$ cat src/rtl/ctrl_decode_pipe_if.sv
// rtl/ctrl_decode_pipe_if.sv - D-side handshake and E-side control bundle for ctrl_decode_pipe
interface ctrl_decode_pipe_if #(
  parameter int ALU_CTRL_W = 11
);
  logic [31:0]           instr_D;
  logic                  valid_D;
  logic                  ready_D;
  logic                  stall_E;
  logic                  flush_E;
  logic                  valid_E;
  logic [1:0]            jump_E;
  logic                  branch_E;
  logic [2:0]            bropcode_E;
  logic [2:0]            imm_sel_E;
  logic [1:0]            store_sel_E;
  logic [2:0]            load_sel_E;
  logic [ALU_CTRL_W-1:0] alu_ctrl_E;
  logic                  alu_srcA_E;
  logic                  alu_srcB_E;
  logic                  regWrite_E;
  logic                  memWrite_E;
  logic [1:0]            write_back_E;
  logic [2:0]            muldiv_op_E;
  logic                  muldiv_busy_E;
  logic                  illegal_E;

  // Fetch/hazard side: supplies the instruction and pipeline control
  modport master (
    output instr_D, valid_D, stall_E, flush_E,
    input  ready_D, valid_E, jump_E, branch_E, bropcode_E, imm_sel_E, store_sel_E,
           load_sel_E, alu_ctrl_E, alu_srcA_E, alu_srcB_E, regWrite_E, memWrite_E,
           write_back_E, muldiv_op_E, muldiv_busy_E, illegal_E
  );

  // Decode stage side
  modport slave (
    input  instr_D, valid_D, stall_E, flush_E,
    output ready_D, valid_E, jump_E, branch_E, bropcode_E, imm_sel_E, store_sel_E,
           load_sel_E, alu_ctrl_E, alu_srcA_E, alu_srcB_E, regWrite_E, memWrite_E,
           write_back_E, muldiv_op_E, muldiv_busy_E, illegal_E
  );
endinterface

$ cat src/rtl/ctrl_decode_pipe.sv
// rtl/ctrl_decode_pipe.sv - RV32I(M) decode into D->E register with stall/flush and M-op sequencer; optional CTRL_MEXT_EN
module ctrl_decode_pipe #(
  parameter int ALU_CTRL_W    = 11,
  parameter int MULDIV_CYCLES = 4
) (
  input logic               clk,
  input logic               rst,
  ctrl_decode_pipe_if.slave bus
);

  localparam int CNT_W = $clog2(MULDIV_CYCLES) + 1;

  localparam logic [6:0] OP_R     = 7'b0110011;
  localparam logic [6:0] OP_I     = 7'b0010011;
  localparam logic [6:0] OP_LOAD  = 7'b0000011;
  localparam logic [6:0] OP_S     = 7'b0100011;
  localparam logic [6:0] OP_B     = 7'b1100011;
  localparam logic [6:0] OP_LUI   = 7'b0110111;
  localparam logic [6:0] OP_AUIPC = 7'b0010111;
  localparam logic [6:0] OP_JALR  = 7'b1100111;
  localparam logic [6:0] OP_JAL   = 7'b1101111;

  localparam int A_ADD = 0, A_SUB = 1, A_SLL = 2, A_SLT = 3, A_SLTU = 4, A_XOR = 5;
  localparam int A_SRL = 6, A_SRA = 7, A_OR = 8, A_AND = 9, A_MD = 10;

  typedef enum logic {IDLE, MULDIV} state_t;

  typedef struct packed {
    logic                  valid;
    logic [1:0]            jump;
    logic                  branch;
    logic [2:0]            bropcode;
    logic [2:0]            imm_sel;
    logic [1:0]            store_sel;
    logic [2:0]            load_sel;
    logic [ALU_CTRL_W-1:0] alu_ctrl;
    logic                  alu_srcA;
    logic                  alu_srcB;
    logic                  regWrite;
    logic                  memWrite;
    logic [1:0]            write_back;
    logic [2:0]            muldiv_op;
    logic                  illegal;
  } ctrl_t;

  // A bubble is all-zero except the "no memory access" encodings
  function automatic ctrl_t bubble_word();
    ctrl_t w;
    w           = '0;
    w.store_sel = 2'b11;
    w.load_sel  = 3'b111;
    return w;
  endfunction

  // Base-ALU op from funct3; alt selects sub/sra on the 000/101 encodings
  function automatic logic [10:0] alu_by_f3(input logic [2:0] f3, input logic alt);
    logic [10:0] a;
    a = '0;
    case (f3)
      3'b000:  a[alt ? A_SUB : A_ADD] = 1'b1;
      3'b001:  a[A_SLL]  = 1'b1;
      3'b010:  a[A_SLT]  = 1'b1;
      3'b011:  a[A_SLTU] = 1'b1;
      3'b100:  a[A_XOR]  = 1'b1;
      3'b101:  a[alt ? A_SRA : A_SRL] = 1'b1;
      3'b110:  a[A_OR]   = 1'b1;
      default: a[A_AND]  = 1'b1;
    endcase
    return a;
  endfunction

  state_t           r_state;
  logic [CNT_W-1:0] r_cnt;
  ctrl_t            r_e;

  ctrl_t       w_dec;
  logic [10:0] w_alu;
  logic        w_ill;
  logic        w_is_m;
  logic        w_accept;
  logic        w_start_md;
  logic        w_unused_ok;

  wire [6:0] w_opcode = bus.instr_D[6:0];
  wire [2:0] w_f3     = bus.instr_D[14:12];
  wire [6:0] w_f7     = bus.instr_D[31:25];

  // Register/immediate fields are consumed by the datapath, not here
  assign w_unused_ok = ^{bus.instr_D[24:15], bus.instr_D[11:7]};

  // Combinational decode of the instruction in D into a full control word
  always_comb begin
    w_dec       = bubble_word();
    w_dec.valid = 1'b1;
    w_alu       = '0;
    w_ill       = 1'b0;
    w_is_m      = 1'b0;
    case (w_opcode)
      OP_R: begin
        w_dec.regWrite = 1'b1;
        case (w_f7)
          7'b0000000: w_alu = alu_by_f3(w_f3, 1'b0);
          7'b0100000: begin
            if (w_f3 == 3'b000 || w_f3 == 3'b101) w_alu = alu_by_f3(w_f3, 1'b1);
            else w_ill = 1'b1;
          end
`ifdef CTRL_MEXT_EN
          7'b0000001: begin
            w_is_m          = 1'b1;
            w_alu[A_MD]     = 1'b1;
            w_dec.muldiv_op = w_f3;
          end
`endif
          default: w_ill = 1'b1;
        endcase
      end
      OP_I: begin
        w_dec.regWrite = 1'b1;
        w_dec.alu_srcB = 1'b1;
        if (w_f3 == 3'b001) begin
          w_dec.imm_sel = 3'b101;
          w_alu[A_SLL]  = 1'b1;
          if (w_f7 != 7'b0000000) w_ill = 1'b1;
        end else if (w_f3 == 3'b101) begin
          w_dec.imm_sel = 3'b101;
          if (w_f7 == 7'b0000000) w_alu[A_SRL] = 1'b1;
          else if (w_f7 == 7'b0100000) w_alu[A_SRA] = 1'b1;
          else w_ill = 1'b1;
        end else begin
          w_alu = alu_by_f3(w_f3, 1'b0);
        end
      end
      OP_LOAD: begin
        w_alu[A_ADD]     = 1'b1;
        w_dec.alu_srcB   = 1'b1;
        w_dec.regWrite   = 1'b1;
        w_dec.write_back = 2'b01;
        case (w_f3)
          3'b000:  w_dec.load_sel = 3'b010;
          3'b001:  w_dec.load_sel = 3'b001;
          3'b010:  w_dec.load_sel = 3'b000;
          3'b100:  w_dec.load_sel = 3'b100;
          3'b101:  w_dec.load_sel = 3'b011;
          default: w_ill = 1'b1;
        endcase
      end
      OP_S: begin
        w_alu[A_ADD]   = 1'b1;
        w_dec.alu_srcB = 1'b1;
        w_dec.memWrite = 1'b1;
        w_dec.imm_sel  = 3'b001;
        case (w_f3)
          3'b000:  w_dec.store_sel = 2'b10;
          3'b001:  w_dec.store_sel = 2'b01;
          3'b010:  w_dec.store_sel = 2'b00;
          default: w_ill = 1'b1;
        endcase
      end
      OP_B: begin
        w_alu[A_SUB]   = 1'b1;
        w_dec.branch   = 1'b1;
        w_dec.bropcode = w_f3;
        w_dec.imm_sel  = 3'b010;
        if (w_f3 == 3'b010 || w_f3 == 3'b011) w_ill = 1'b1;
      end
      OP_LUI: begin
        w_alu[A_ADD]     = 1'b1;
        w_dec.alu_srcB   = 1'b1;
        w_dec.imm_sel    = 3'b011;
        w_dec.regWrite   = 1'b1;
        w_dec.write_back = 2'b11;
      end
      OP_AUIPC: begin
        w_alu[A_ADD]   = 1'b1;
        w_dec.alu_srcA = 1'b1;
        w_dec.alu_srcB = 1'b1;
        w_dec.imm_sel  = 3'b011;
        w_dec.regWrite = 1'b1;
      end
      OP_JAL: begin
        w_alu[A_ADD]     = 1'b1;
        w_dec.jump       = 2'b01;
        w_dec.alu_srcA   = 1'b1;
        w_dec.alu_srcB   = 1'b1;
        w_dec.imm_sel    = 3'b100;
        w_dec.regWrite   = 1'b1;
        w_dec.write_back = 2'b10;
      end
      OP_JALR: begin
        w_alu[A_ADD]     = 1'b1;
        w_dec.jump       = 2'b10;
        w_dec.alu_srcB   = 1'b1;
        w_dec.regWrite   = 1'b1;
        w_dec.write_back = 2'b10;
      end
      default: w_ill = 1'b1;
    endcase
    w_dec.alu_ctrl = ALU_CTRL_W'(w_alu);
    // Illegal ops travel down the pipe as a valid, side-effect-free word
    if (w_ill) begin
      w_dec         = bubble_word();
      w_dec.valid   = 1'b1;
      w_dec.illegal = 1'b1;
      w_is_m        = 1'b0;
    end
  end

  assign bus.ready_D = (r_state == IDLE) && !bus.stall_E;
  assign w_accept    = bus.valid_D && bus.ready_D;

`ifdef CTRL_MEXT_EN
  assign w_start_md        = w_is_m && (MULDIV_CYCLES > 1);
  assign bus.muldiv_busy_E = (r_state == MULDIV);
`else
  assign w_start_md        = 1'b0;
  assign bus.muldiv_busy_E = 1'b0;
`endif

  // Sequencer: holds E for MULDIV_CYCLES-1 cycles after an M op is captured
  always_ff @(posedge clk or posedge rst) begin
    if (rst) begin
      r_state <= IDLE;
      r_cnt   <= '0;
    end else if (bus.flush_E) begin
      r_state <= IDLE;
      r_cnt   <= '0;
    end else begin
      case (r_state)
        IDLE: begin
          if (w_accept && w_start_md) begin
            r_state <= MULDIV;
            r_cnt   <= CNT_W'(MULDIV_CYCLES - 1);
          end
        end
        default: begin
          if (r_cnt == CNT_W'(1)) begin
            r_state <= IDLE;
            r_cnt   <= '0;
          end else begin
            r_cnt <= r_cnt - CNT_W'(1);
          end
        end
      endcase
    end
  end

  // D->E pipeline register: flush > stall > M-op hold > accept > bubble
  always_ff @(posedge clk or posedge rst) begin
    if (rst) begin
      r_e <= bubble_word();
    end else if (bus.flush_E) begin
      r_e <= bubble_word();
    end else if (bus.stall_E || r_state == MULDIV) begin
      r_e <= r_e;
    end else if (w_accept) begin
      r_e <= w_dec;
    end else begin
      r_e <= bubble_word();
    end
  end

  assign bus.valid_E      = r_e.valid;
  assign bus.jump_E       = r_e.jump;
  assign bus.branch_E     = r_e.branch;
  assign bus.bropcode_E   = r_e.bropcode;
  assign bus.imm_sel_E    = r_e.imm_sel;
  assign bus.store_sel_E  = r_e.store_sel;
  assign bus.load_sel_E   = r_e.load_sel;
  assign bus.alu_ctrl_E   = r_e.alu_ctrl;
  assign bus.alu_srcA_E   = r_e.alu_srcA;
  assign bus.alu_srcB_E   = r_e.alu_srcB;
  assign bus.regWrite_E   = r_e.regWrite;
  assign bus.memWrite_E   = r_e.memWrite;
  assign bus.write_back_E = r_e.write_back;
  assign bus.muldiv_op_E  = r_e.muldiv_op;
  assign bus.illegal_E    = r_e.illegal;

endmodule
$ cat src/flat_wrapper.sv
// flat-port wrapper written by rule: the top's interface ports become plain ports
module ctrl_decode_pipe_flat 
#(
  parameter int ALU_CTRL_W    = 11,
  parameter int MULDIV_CYCLES = 4
)
  (clk, rst, bus_instr_D, bus_valid_D, bus_stall_E, bus_flush_E, bus_ready_D, bus_valid_E, bus_jump_E, bus_branch_E, bus_bropcode_E, bus_imm_sel_E, bus_store_sel_E, bus_load_sel_E, bus_alu_ctrl_E, bus_alu_srcA_E, bus_alu_srcB_E, bus_regWrite_E, bus_memWrite_E, bus_write_back_E, bus_muldiv_op_E, bus_muldiv_busy_E, bus_illegal_E);
  ctrl_decode_pipe_if #(.ALU_CTRL_W(ALU_CTRL_W)) bus_i ();
  input logic clk;
  input logic rst;
  input wire logic [$bits(bus_i.instr_D)-1:0] bus_instr_D;
  input wire logic [$bits(bus_i.valid_D)-1:0] bus_valid_D;
  input wire logic [$bits(bus_i.stall_E)-1:0] bus_stall_E;
  input wire logic [$bits(bus_i.flush_E)-1:0] bus_flush_E;
  output wire logic [$bits(bus_i.ready_D)-1:0] bus_ready_D;
  output wire logic [$bits(bus_i.valid_E)-1:0] bus_valid_E;
  output wire logic [$bits(bus_i.jump_E)-1:0] bus_jump_E;
  output wire logic [$bits(bus_i.branch_E)-1:0] bus_branch_E;
  output wire logic [$bits(bus_i.bropcode_E)-1:0] bus_bropcode_E;
  output wire logic [$bits(bus_i.imm_sel_E)-1:0] bus_imm_sel_E;
  output wire logic [$bits(bus_i.store_sel_E)-1:0] bus_store_sel_E;
  output wire logic [$bits(bus_i.load_sel_E)-1:0] bus_load_sel_E;
  output wire logic [$bits(bus_i.alu_ctrl_E)-1:0] bus_alu_ctrl_E;
  output wire logic [$bits(bus_i.alu_srcA_E)-1:0] bus_alu_srcA_E;
  output wire logic [$bits(bus_i.alu_srcB_E)-1:0] bus_alu_srcB_E;
  output wire logic [$bits(bus_i.regWrite_E)-1:0] bus_regWrite_E;
  output wire logic [$bits(bus_i.memWrite_E)-1:0] bus_memWrite_E;
  output wire logic [$bits(bus_i.write_back_E)-1:0] bus_write_back_E;
  output wire logic [$bits(bus_i.muldiv_op_E)-1:0] bus_muldiv_op_E;
  output wire logic [$bits(bus_i.muldiv_busy_E)-1:0] bus_muldiv_busy_E;
  output wire logic [$bits(bus_i.illegal_E)-1:0] bus_illegal_E;
  assign bus_i.instr_D = bus_instr_D;
  assign bus_i.valid_D = bus_valid_D;
  assign bus_i.stall_E = bus_stall_E;
  assign bus_i.flush_E = bus_flush_E;
  assign bus_ready_D = bus_i.ready_D;
  assign bus_valid_E = bus_i.valid_E;
  assign bus_jump_E = bus_i.jump_E;
  assign bus_branch_E = bus_i.branch_E;
  assign bus_bropcode_E = bus_i.bropcode_E;
  assign bus_imm_sel_E = bus_i.imm_sel_E;
  assign bus_store_sel_E = bus_i.store_sel_E;
  assign bus_load_sel_E = bus_i.load_sel_E;
  assign bus_alu_ctrl_E = bus_i.alu_ctrl_E;
  assign bus_alu_srcA_E = bus_i.alu_srcA_E;
  assign bus_alu_srcB_E = bus_i.alu_srcB_E;
  assign bus_regWrite_E = bus_i.regWrite_E;
  assign bus_memWrite_E = bus_i.memWrite_E;
  assign bus_write_back_E = bus_i.write_back_E;
  assign bus_muldiv_op_E = bus_i.muldiv_op_E;
  assign bus_muldiv_busy_E = bus_i.muldiv_busy_E;
  assign bus_illegal_E = bus_i.illegal_E;
  ctrl_decode_pipe #(.ALU_CTRL_W(ALU_CTRL_W), .MULDIV_CYCLES(MULDIV_CYCLES)) u_core (.clk(clk), .rst(rst), .bus(bus_i));
endmodule
$ cat config.mk
export PLATFORM = sky130hd
export DESIGN_NAME = ctrl_decode_pipe_flat
export DESIGN_NICKNAME = d
export VERILOG_FILES = /design/src/rtl/ctrl_decode_pipe_if.sv /design/src/rtl/ctrl_decode_pipe.sv /design/src/flat_wrapper.sv
export SDC_FILE = /design/constraint.sdc
export NUM_CORES = 1
export LEC_CHECK = 0
export CAP_MARGIN = 20
export CORE_MARGIN = 5
export CORE_UTILIZATION = 46
export CTS_BUF_LIST = sky130_fd_sc_hd__clkbuf_8
export CTS_CLUSTER_DIAMETER = 200
export DETAILED_ROUTE_END_ITERATION = 10
export GPL_ROUTABILITY_DRIVEN = 0
export PLACE_DENSITY = 0.82
export SETUP_SLACK_MARGIN = 0.05
export SYNTH_ARGS = -nofsm -noshare
export SYNTH_HDL_FRONTEND = slang
export SYNTH_SLANG_ARGS = --single-unit
$ cat constraint.sdc
create_clock -name clk -period 2.2 [get_ports clk]
set_input_delay 0.22 -clock clk [delete_from_list [all_inputs] [get_ports clk]]
set_output_delay 0.22 -clock clk [all_outputs]
set_load 0.05 [all_outputs]
Word-level counts from Yosys, hierarchy flattened --
Cells that the tools add are included.
Storage, ports and cells: register bits after elaboration 40, input bits 37, output and inout port bits 38
Operators by class: reductions and logical operators 21, equal/unequal tests 18, bitwise gates (word level) 1, multiplexer cells 58, $add $sub $neg 1
Operators with widths (count):
- 36-bit two-way mux | 3
- 35-bit two-way mux | 1
- 3-bit case mux with 5 select lines | 2
- 1-bit two-way mux | 29
- 7-bit by 6-bit equality test with 1-bit output, second input constant | 4
- 11-bit case mux with 2 select lines | 1
- 7-bit equality test, second input constant | 3
- 7-bit OR reduction | 3
- 3-bit two-way mux | 6
- 9-bit case mux with 2 select lines | 1
- 7-bit by 5-bit equality test with 1-bit output, second input constant | 2
- 2-bit case mux with 3 select lines | 2
- 10-bit two-way mux | 1
- 5-bit OR reduction | 2
- 3-bit equality test, second input constant | 3
- 2-bit two-way mux | 4
- 8-bit two-way mux | 1
- 7-bit by 2-bit equality test with 1-bit output, second input constant | 1
- 7-bit logical NOT | 1
- 7-bit nonzero test | 1
- 3-bit by 1-bit equality test with 1-bit output, second input constant | 2
- 3-bit by 2-bit equality test with 1-bit output, second input constant | 2
- 6-bit two-way mux | 1
- 1-bit case mux with 3 select lines | 2
- other kinds (16) | 21

Longest topological paths before layout --
Gate-level depths: netlist of run 1.
word-level depth 10, mapped depth 6, gate-level depth less buffers 6

Worst setup path after synthesis of run 1 --
No wires, ideal clock.
kind register to register, start point register u_core.r_state, end point register u_core.r_e, in the netlist u_core.bus.bropcode_E[1], path slack 137 ps, stages on the path, launching flop included 6, setup time 122 ps, buffers on the path 2, arrival time 1942 ps, path through dfrtp_1 buf_6 nor2_1 nor2_1 clkbuf_1 a32o_1
On the way: cells in the longest elaborated chain, start to end 6, elaborated cells on any way between the ends 8, those cells by class eq/ne: 1; mux: 3; bitwise: 1; reduce/logical: 3
Ends and longest elaborated chain:
- from (decl) | RTL line ctrl_decode_pipe.sv:72 | state_t r_state;
- from (signal assigned) | RTL line ctrl_decode_pipe.sv:222 | r_state <= IDLE;
- from (signal assigned) | RTL line ctrl_decode_pipe.sv:225 | r_state <= IDLE;
- from (signal assigned) | RTL line ctrl_decode_pipe.sv:231 | r_state <= MULDIV;
- 1-bit NOT | RTL line ctrl_decode_pipe.sv:208 | assign bus.ready_D = (r_state == IDLE) && !bus.stall_E;
- 1-bit logical AND | RTL line ctrl_decode_pipe.sv:208
- via bus_ready_D | RTL line flat_wrapper.sv:15 | output wire logic [$bits(bus_i.ready_D)-1:0] bus_ready_D;
- 1-bit logical AND | RTL line ctrl_decode_pipe.sv:209 | assign w_accept = bus.valid_D && bus.ready_D;
- 36-bit two-way mux | RTL line ctrl_decode_pipe.sv:255 | end else if (w_accept) begin
- 36-bit two-way mux | RTL line ctrl_decode_pipe.sv:253 | end else if (bus.stall_E || r_state == MULDIV) begin
- 36-bit two-way mux | RTL line ctrl_decode_pipe.sv:251 | end else if (bus.flush_E) begin
- to (signal assigned) | RTL line ctrl_decode_pipe.sv:252 | r_e <= bubble_word();
- to (signal assigned) | RTL line ctrl_decode_pipe.sv:254 | r_e <= r_e;
- to (signal assigned) | RTL line ctrl_decode_pipe.sv:256 | r_e <= w_dec;
- to (decl) | RTL line ctrl_decode_pipe.sv:74 | ctrl_t r_e;
The timed path passes the listed nets, and every way through them passes these cells. The select of a mux whose other input is x is not followed. A chain may end at the register's enable or synchronous reset.

Final worst setup path of run 1 --
start point register u_core.r_state, end point register u_core.r_e, in the netlist u_core.bus.write_back_E[0]
On the way: cells in the longest elaborated chain, start to end 6, elaborated cells on any way between the ends 8, those cells by class eq/ne: 1; mux: 3; bitwise: 1; reduce/logical: 3
Ends and longest elaborated chain (RTL line):
- 1-bit NOT | ctrl_decode_pipe.sv:208
- 1-bit logical AND | ctrl_decode_pipe.sv:208
- 1-bit logical AND | ctrl_decode_pipe.sv:209
- 36-bit two-way mux | ctrl_decode_pipe.sv:255
- 36-bit two-way mux | ctrl_decode_pipe.sv:253
- 36-bit two-way mux | ctrl_decode_pipe.sv:251
Parallel ways exist; a longest one is shown, timed or not. The select of a mux whose other input is x is not followed.

==> run summary, run 1 <==
TritonCTS Sinks: 36
P_leak: 1.167 nW
Number of synthesis warnings: 0
Final Cycle Share: 87.70%
Pins Over Slew Limit: 0
Max-cap violations: 0
Crit path from: u_core.r_state$_DFF_PP0_
Final hold vios: 0
Fmax: 0.5183 GHz
Slew at the pin with the worst max-slew slack: 0.5130 ns
Die Area: 5941 um2
Clock-pin slew of the registers on the worst-case setup and hold paths: 0.07 ns
Largest fanout on the critical path: 8
Worst EP arrival: 2.13 ns
CTS resizes: 0
DRC viols: 0
CTS Buf Count: 5
Post-Route WL: 5.156 mm
Crit path time final: 1.929 ns
Pwr/cell area: 512.4 nW/um2
Fillers: 367
Clock Latency Late Sink: 0.29 ns
RSZ-0062 raised after global routing: no
HP Class: in -> async
Die Wd: 77.08 um
Drt wl/cell: 15.25 um
Initial antenna violation count: 0
Final Skew: 0.005157 ns
HPWL Detailed: 4.002 mm
Setup CP Type: reg -> reg
Row cnt: 24
Largest net degree at the start of global routing: 37
Ys async rst share: 100.0%
Final setup fails: 0
Crit Reg-Reg Startpoint: u_core.r_state$_DFF_PP0_
Number of synthesized flops with an enable pin: 0
N_diodes: 0
Commonest non-fill, non-tap cell in the layout: clkdlybuf4s50_1
Vias in the first global route: 1763
Global-route wire length before repair: 8.590 mm
# port buffers: 54
Initial Utilization: 47.53%
Rel. slew slack: 65.69%
CTS Buffer Depth: 2
Via count: 1822
Final ANT Viol Nets: 0
Largest cells by area after synthesis: dfrtp_1, dfstp_2, nand2_1
Worst path required time: 2.40 ns
Cells after Synth: 214
Clk root buf: clkbuf_8
Synth Flop Type: dfrtp_1
Footprint of the multi-input gates: 1020 um2
Hold_buf cts: 0
Synthesis-stage register bit count: 36
Yosys top cell by area: dfrtp_1
Mean Syn Cell Area: 9.670 um2
Core region area: 4354 um2
Fin util: 64.97%
Fin area: 2829 um2
Area grow syn2layout: 36.70%
CP Capture Type: flop
I/O pins: 75
Sequential cell area: 907.1 um2
DR iter-0 viols: 135
Outcome: finished clean
GR Overflow Total: 0
DRT Pass-1 Iters: 4
Post-synth cell types: 58
Total Neg Setup Slack: 0 ns
Yosys top cell area share: 37.48%
Total Nets Final: 324
Most frequent cells in the layout: clkdlybuf4s50_1, nand2_1, dfrtp_1, buf_4, nor2_1
CTS tree: yes
Area after DPL: 2721 um2
Register area share after synthesis: 43.83%
Max rail drop VDD: 429.7 uV
Die height: 77.08 um
Setup Buffers After CTS: 0
GRT Util Overall: 17.84%
H-tree Lvls: 2
Synthesized cell area: 2069 um2
Via-to-Cell Ratio: 5.391
CP Launch Type: flop
Fraction of layout cells with a size suffix above 1: 18.18%
cell type report:
cell class	instances	area share, %
clock buffer	5	2.433
tap	52	2.300
inverter	5	0.6634
sequential	36	32.07
clock inverter	3	1.371
multi-input combinational	160	36.05
timing repair buffer	77	25.12
cell usage after synthesis (all sizes together), types with 2 or more instances:
cell type,n
a211oi,3
a21o,2
a21oi,7
nor3,4
nor2b,2
nor4,3
nor3b,3
nor2,22
a31oi,3
a22o,4
a32o,4
or2,2
nand2b,5
or2b,2
buf,13
a2111oi,2
nor4b,2
dfstp,5
ha,2
o21ai,18
dfrtp,31
nand2,35
o31ai,4
and3,3
inv,5
nand3,3
clkbuf,4
nand3b,2
metal layers:
layer	up-vias	part of all wire, %	GRT usage (%)	wire (um)
met5	-	0	0	0
met2	61	48	28.95	2468
li1	897	-	-	-
met4	0	1.8	5.326	91
met3	9	6.4	5.035	330
met1	855	44	23.12	2266
power by group:
| group | internal [mW] | leakage, nW | switching (mW) |
|---|---|---|---|
| combinational | 0.0904 | 0.623 | 0.132 |
| clock | 0.331 | 0.0593 | 0.230 |
| sequential | 0.665 | 0.485 | 0.00129 |
| total | 1.09 | 1.17 | 0.363 |
final timing paths:
check,end,slack (ns),cells past startpoint
setup / recovery,u_core.bus.write_back_E[0]$_DFFE_PP0P_,0.27,4
hold / removal,u_core.bus.alu_ctrl_E[8]$_DFFE_PP0P_,0.33,3
setup reg to reg,u_core.bus.write_back_E[0]$_DFFE_PP0P_,0.27,4
hold reg to reg,u_core.bus.alu_ctrl_E[8]$_DFFE_PP0P_,0.48,2
max in group asynchronous,u_core.bus.load_sel_E[0]$_DFFE_PP1P_,1.53,3
min in group clk,u_core.bus.alu_ctrl_E[8]$_DFFE_PP0P_,0.48,2
kinds of logic (layout without fill, tap and decap cells):
kind of cell,count (synthesis),in the layout,share of synthesized area (%)
compound gates,56,56,19.77
other cells,1,5,0.1812
simple gates,96,96,26.97
flops,36,36,43.83
xor+xnor,1,1,0.4233
fa+ha+maj,2,2,1.209
buf+inv,22,90,7.617
state kept, by name, indices dropped and copies added, names as in the netlist, 2 cells and up:
register                 count
u_core.bus.alu_ctrl_E       10
u_core.bus.bropcode_E        3
u_core.bus.imm_sel_E         3
u_core.bus.load_sel_E        3
u_core.r_cnt                 3
u_core.bus.jump_E            2
u_core.bus.store_sel_E       2
u_core.bus.write_back_E      2
worst max-delay path, cell delays in order (launching register included):
cell and delay, ns:
dfrtp_1 0.47, or4b_4 0.61, a2111oi_4 0.23, nand3_2 0.23
o31ai_1 0.29
stage by stage:
| step | hold slack [ns] | setup slack [ns] | std cells | power, mW |
|---|---|---|---|---|
| global route | 0.3716 | 0.1576 | 338 | 1.508 |
| finish | 0.3310 | 0.2706 | 338 | 1.450 |
| global placement | 0.4638 | 0.02820 | 330 | 0.8964 |
| detailed placement | 0.4695 | 0.04303 | 330 | 0.8996 |
| floorplan | 0.3107 | 0.1366 | 218 | 0.8163 |
| CTS | 0.3465 | 0.2634 | 338 | 1.458 |
No activity file was read; power rests on OpenSTA's default activity.
==> run 2, diff against run 1 <==
- MAX_ROUTING_LAYER: default -> met4
==> run summary, run 2 (synthesis gave the netlist of run 1 again) <==
Outcome: finished clean (unchanged)
Metal-1 WL: 2.274 mm (was 2.266 mm)
DRC viols: 0 (unchanged)
Setup CP Type: reg -> reg (unchanged)
R2r endpoint: u_core.bus.write_back_E[0]$_DFFE_PP0P_ (unchanged)
Via-to-Cell Ratio: 5.391 (unchanged)
Fin util: 64.97% (unchanged)
P_leak: 1.167 nW (unchanged)
Clock Latency Late Sink: 0.29 ns (about the same)
Top sig layer: met4 (unchanged)
Max FFs per register: 10 (unchanged)
Fin area: 2829 um2 (unchanged)
Die Wd: 77.08 um (unchanged)
Most frequent cells in the layout: clkdlybuf4s50_1, nand2_1, dfrtp_1, buf_4, nor2_1 (unchanged)
Final setup fails: 0 (unchanged)
Total Nets Final: 324 (unchanged)
Clk root buf: clkbuf_8 (unchanged)
DRT Pass-1 Iters: 4 (unchanged)
Crit path time final: 1.929 ns (unchanged)
Slew at the pin with the worst max-slew slack: 0.5130 ns (unchanged)
Final Skew: 0.005157 ns (about the same)
Die Area: 5941 um2 (unchanged)
Crit path from: u_core.r_state$_DFF_PP0_ (unchanged)
Final Cycle Share: 87.70% (unchanged)
Clock-pin slew of the registers on the worst-case setup and hold paths: 0.07 ns (about the same)
Commonest non-fill, non-tap cell in the layout: clkdlybuf4s50_1 (unchanged)
Initial antenna violation count: 0 (unchanged)
CTS Buf Count: 5 (unchanged)
Setup slack, reg-to-reg: 0.27 ns (about the same)
Pwr/cell area: 512.4 nW/um2 (about the same)
Largest net degree at the start of global routing: 37 (unchanged)
Final ANT Viol Nets: 0 (unchanged)
GRT Util Overall: 18.33% (was 17.84%)
Sequential cell area: 907.1 um2 (unchanged)
Fraction of layout cells with a size suffix above 1: 18.18% (unchanged)
N_diodes: 0 (unchanged)
Largest fanout on the critical path: 8 (unchanged)
Crit Reg-Reg Startpoint: u_core.r_state$_DFF_PP0_ (unchanged)
Post-Place Setup Slack: 0.04303 ns (unchanged)
CP Launch Type: flop (unchanged)
RSZ-0062 raised after global routing: no (unchanged)
CP Capture Type: flop (unchanged)
Drt wl/cell: 15.25 um (unchanged)
Final hold vios: 0 (unchanged)
Global-route wire length before repair: 8.590 mm (unchanged)
TritonCTS Sinks: 36 (unchanged)
Max rail drop VDD: 429.7 uV (unchanged)
Total Neg Setup Slack: 0 ns (unchanged)
Core region area: 4354 um2 (unchanged)
Area grow syn2layout: 36.70% (unchanged)
Footprint of the multi-input gates: 1020 um2 (unchanged)
Max-cap violations: 0 (unchanged)
GR Overflow Total: 0 (unchanged)
HPWL Detailed: 4.002 mm (unchanged)
Initial Utilization: 47.53% (unchanged)
HP Class: in -> async (unchanged)
PnR worst setup slack: 0.2706 ns (unchanged)
CTS resizes: 0 (unchanged)
H-tree Lvls: 2 (unchanged)
WL met2: 2.468 mm (unchanged)
Final Non-Filler Cells: 338 (unchanged)
DR iter-0 viols: 140 (was 135)
Met3 Routed Length: 322 um (was 330 um)
Area after DPL: 2721 um2 (unchanged)
Rel. slew slack: 65.69% (unchanged)
Worst path required time: 2.40 ns (about the same)
Post-Route WL: 5.156 mm (unchanged)
CTS tree: yes (unchanged)
Pins Over Slew Limit: 0 (unchanged)
Setup Buffers After CTS: 0 (unchanged)
I/O pins: 75 (unchanged)
Worst EP arrival: 2.13 ns (about the same)
Vias in the first global route: 1763 (unchanged)
Row cnt: 24 (unchanged)
CTS Buffer Depth: 2 (unchanged)
Hold_buf cts: 0 (unchanged)
R2R cell count: 4 (unchanged)
DP Cell Count: 330 (unchanged)
Fillers: 367 (unchanged)
# port buffers: 54 (unchanged)
Die height: 77.08 um (unchanged)
Via count: 1822 (unchanged)
Fmax: 0.5183 GHz (unchanged)
-- run 2: metrics by stage --
step	hold WS, ns	total power [mW]
CTS	0.3465	1.458
global route	0.3716	1.508
finish	0.3310	1.450
detailed placement	0.4695	0.8996
global placement	0.4638	0.8964
floorplan	0.3107	0.8163
-- run 2: layout make-up --
cell class	count	share of cell area, %
clock inverter	3	1.371
timing repair buffer	77	25.12
tap	52	2.300
multi-input combinational	160	36.05
sequential	36	32.07
inverter	5	0.6634
clock buffer	5	2.433
-- run 2: power breakdown --
group,internal [mW],total [mW],switching [mW],leakage [nW]
combinational,0.0904,0.222,0.132,0.623
sequential,0.665,0.666,0.00129,0.485
clock,0.331,0.561,0.230,0.0593
-- run 2: worst max-delay path, cell delays in order (launching register included) --
cell	delay [ns]
dfrtp_1	0.47
or4b_4	0.61
a2111oi_4	0.23
nand3_2	0.23
o31ai_1	0.29
-- run 2: per-layer routing --
metal / vias to the layer above / GRT usage, %
met5: - / -
met4: 0 / 5.326
met3: 9 / 4.918
met2: 61 / 28.95
met1: 855 / 23.19
li1: 897 / -
-- run 2: worst max path at each step --
stage                     cells past startpoint                                     end  slack, ns
final                                         4  u_core.bus.write_back_E[0]$_DFFE_PP0P_       0.27
after global routing                          4    u_core.bus.alu_ctrl_E[2]$_DFFE_PP0P_       0.16
after CTS                                     4  u_core.bus.write_back_E[0]$_DFFE_PP0P_       0.26
after detailed placement                      6    u_core.bus.bropcode_E[0]$_DFFE_PP0P_       0.04
after global placement                        6    u_core.bus.bropcode_E[0]$_DFFE_PP0P_       0.03
after floorplan                               5    u_core.bus.bropcode_E[1]$_DFFE_PP0P_       0.14
==> run 3, diff against run 2 <==
- CORE_ASPECT_RATIO: default -> 0.7
==> run summary, run 3 (synthesis gave the netlist of run 1 again) <==
Initial Utilization: 47.53% (unchanged)
Final setup fails: 0 (unchanged)
Final hold vios: 0 (unchanged)
Max rail drop VDD: 367.2 uV (was 429.7 uV)
Die height: 66.12 um (was 77.08 um)
I/O pins: 75 (unchanged)
Post-Route WL: 5.663 mm (was 5.156 mm)
Clk root buf: clkbuf_8 (unchanged)
Total Neg Setup Slack: 0 ns (unchanged)
Pins Over Slew Limit: 0 (unchanged)
HP Class: in -> async (unchanged)
Commonest non-fill, non-tap cell in the layout: clkdlybuf4s50_1 (unchanged)
Fillers: 380 (was 367)
Global-route wire length before repair: 9.163 mm (was 8.590 mm)
Post-Place Setup Slack: -0.04885 ns (was 0.04303 ns)
Crit Reg-Reg Startpoint: u_core.r_state$_DFF_PP0_ (unchanged)
N_diodes: 0 (unchanged)
DRC viols: 0 (unchanged)
Vias in the first global route: 1861 (was 1763)
Final Non-Filler Cells: 340 (was 338)
Clock Latency Late Sink: 0.29 ns (about the same)
Via-to-Cell Ratio: 5.500 (was 5.391)
Core region area: 4354 um2 (unchanged)
Fin area: 2818 um2 (was 2829 um2)
Setup slack, reg-to-reg: 0.26 ns (was 0.27 ns)
# port buffers: 54 (unchanged)
Drt wl/cell: 16.66 um (was 15.25 um)
DR iter-0 viols: 119 (was 140)
Fmax: 0.5013 GHz (was 0.5183 GHz)
WHS: 0.3468 ns (was 0.3310 ns)
H-tree Lvls: 2 (unchanged)
Final ANT Viol Nets: 0 (unchanged)
GRT Util Overall: 19.72% (was 18.33%)
Max FFs per register: 10 (unchanged)
Hold_buf cts: 0 (unchanged)
CTS Buf Count: 5 (unchanged)
Final Cycle Share: 90.67% (was 87.70%)
Largest net degree at the start of global routing: 37 (unchanged)
Most frequent cells in the layout: clkdlybuf4s50_1, nand2_1, dfrtp_1, buf_4, nor2_1 (unchanged)
Via count: 1870 (was 1822)
CP Launch Type: primary input (was flop)
Slew at the pin with the worst max-slew slack: 0.5111 ns (was 0.5130 ns)
DP Cell Count: 332 (was 330)
Worst EP arrival: 2.17 ns (was 2.13 ns)
Worst path required time: 2.38 ns (was 2.40 ns)
PnR worst setup slack: 0.2052 ns (was 0.2706 ns)
GR Overflow Total: 0 (unchanged)
Max-cap violations: 0 (unchanged)
Setup CP Type: in -> reg (was reg -> reg)
Largest fanout on the critical path: 5 (was 8)
Rel. slew slack: 65.82% (was 65.69%)
CTS Buffer Depth: 2 (unchanged)
Initial antenna violation count: 0 (unchanged)
R2R cell count: 4 (unchanged)
HPWL Detailed: 4.324 mm (was 4.002 mm)
P_leak: 1.156 nW (was 1.167 nW)
Clock-pin slew of the registers on the worst-case setup and hold paths: 0.08 ns (was 0.07 ns)
Fin util: 64.71% (was 64.97%)
Die Area: 5962 um2 (was 5941 um2)
CTS resizes: 0 (unchanged)
Row cnt: 20 (was 24)
Setup Buffers After CTS: 0 (unchanged)
Final Power: 1.355 mW (was 1.450 mW)
Total Nets Final: 323 (was 324)
Crit path time final: 1.995 ns (was 1.929 ns)
CTS tree: yes (unchanged)
Die Wd: 90.17 um (was 77.08 um)
CP Capture Type: flop (unchanged)
RSZ-0062 raised after global routing: no (unchanged)
TritonCTS Sinks: 36 (unchanged)
Final Skew: 0.007453 ns (was 0.005157 ns)
Pwr/cell area: 481.0 nW/um2 (was 512.4 nW/um2)
Area after DPL: 2730 um2 (was 2721 um2)
Area grow syn2layout: 36.15% (was 36.70%)
R2r endpoint: u_core.bus.write_back_E[0]$_DFFE_PP0P_ (unchanged)
Outcome: finished clean (unchanged)
DRT Pass-1 Iters: 4 (unchanged)
Fraction of layout cells with a size suffix above 1: 18.25% (was 18.18%)
==> run 3: changes by cell type in the layout (fill, tap and decap cells not counted), sizes merged <==
cell    change
clkinv      +2
bufinv      -1
buf         -1
inv         -1
==> run 3: worst max-delay path by stage <==
stage                                         from                                   end  slack, ns  cells past startpoint
after floorplan           u_core.r_state$_DFF_PP0_  u_core.bus.bropcode_E[1]$_DFFE_PP0P_       0.14                      5
after global placement              bus_instr_D[4]  u_core.bus.bropcode_E[0]$_DFFE_PP0P_      -0.01                      6
after detailed placement            bus_instr_D[4]  u_core.bus.bropcode_E[0]$_DFFE_PP0P_      -0.05                      6
after CTS                           bus_instr_D[4]  u_core.bus.bropcode_E[0]$_DFFE_PP0P_       0.24                      6
after global routing                bus_instr_D[4]     u_core.bus.regWrite_E$_DFFE_PP0P_       0.12                      6
final                               bus_instr_D[4]  u_core.bus.bropcode_E[0]$_DFFE_PP0P_       0.21                      6
==> run 3: critical path, cell delays in order <==
cell and delay, ns:
clkdlybuf4s50_1 0.57, or2b_2 0.38, nor4_1 0.33, a32oi_1 0.19
and3_4 0.24, a32o_1 0.25
==> run 3: layout make-up <==
cell class	instances	area, um2	area share (%)
Tap cell	55	68.82	2.442
Sequential cell	36	907.1	32.19
Multi-Input combinational cell	160	1020	36.19
Clock inverter	3	18.77	0.6661
Clock buffer	5	68.82	2.442
Inverter	5	18.77	0.6661
Timing Repair Buffer	76	715.7	25.40
==> run 3: power breakdown <==
group	switching, mW	internal [mW]	leakage [nW]
Clock	0.239	0.220	0.0479
Combinational	0.138	0.0913	0.623
Sequential	0.00146	0.664	0.485
Total	0.379	0.976	1.16
==> run 3: layer usage <==
layer	GRT usage, %	routed length (um)	up-vias
met4	5.204	61	0
met5	-	0	-
met2	29.74	2564	69
li1	-	-	894
met3	4.551	388	8
met1	26.94	2649	899
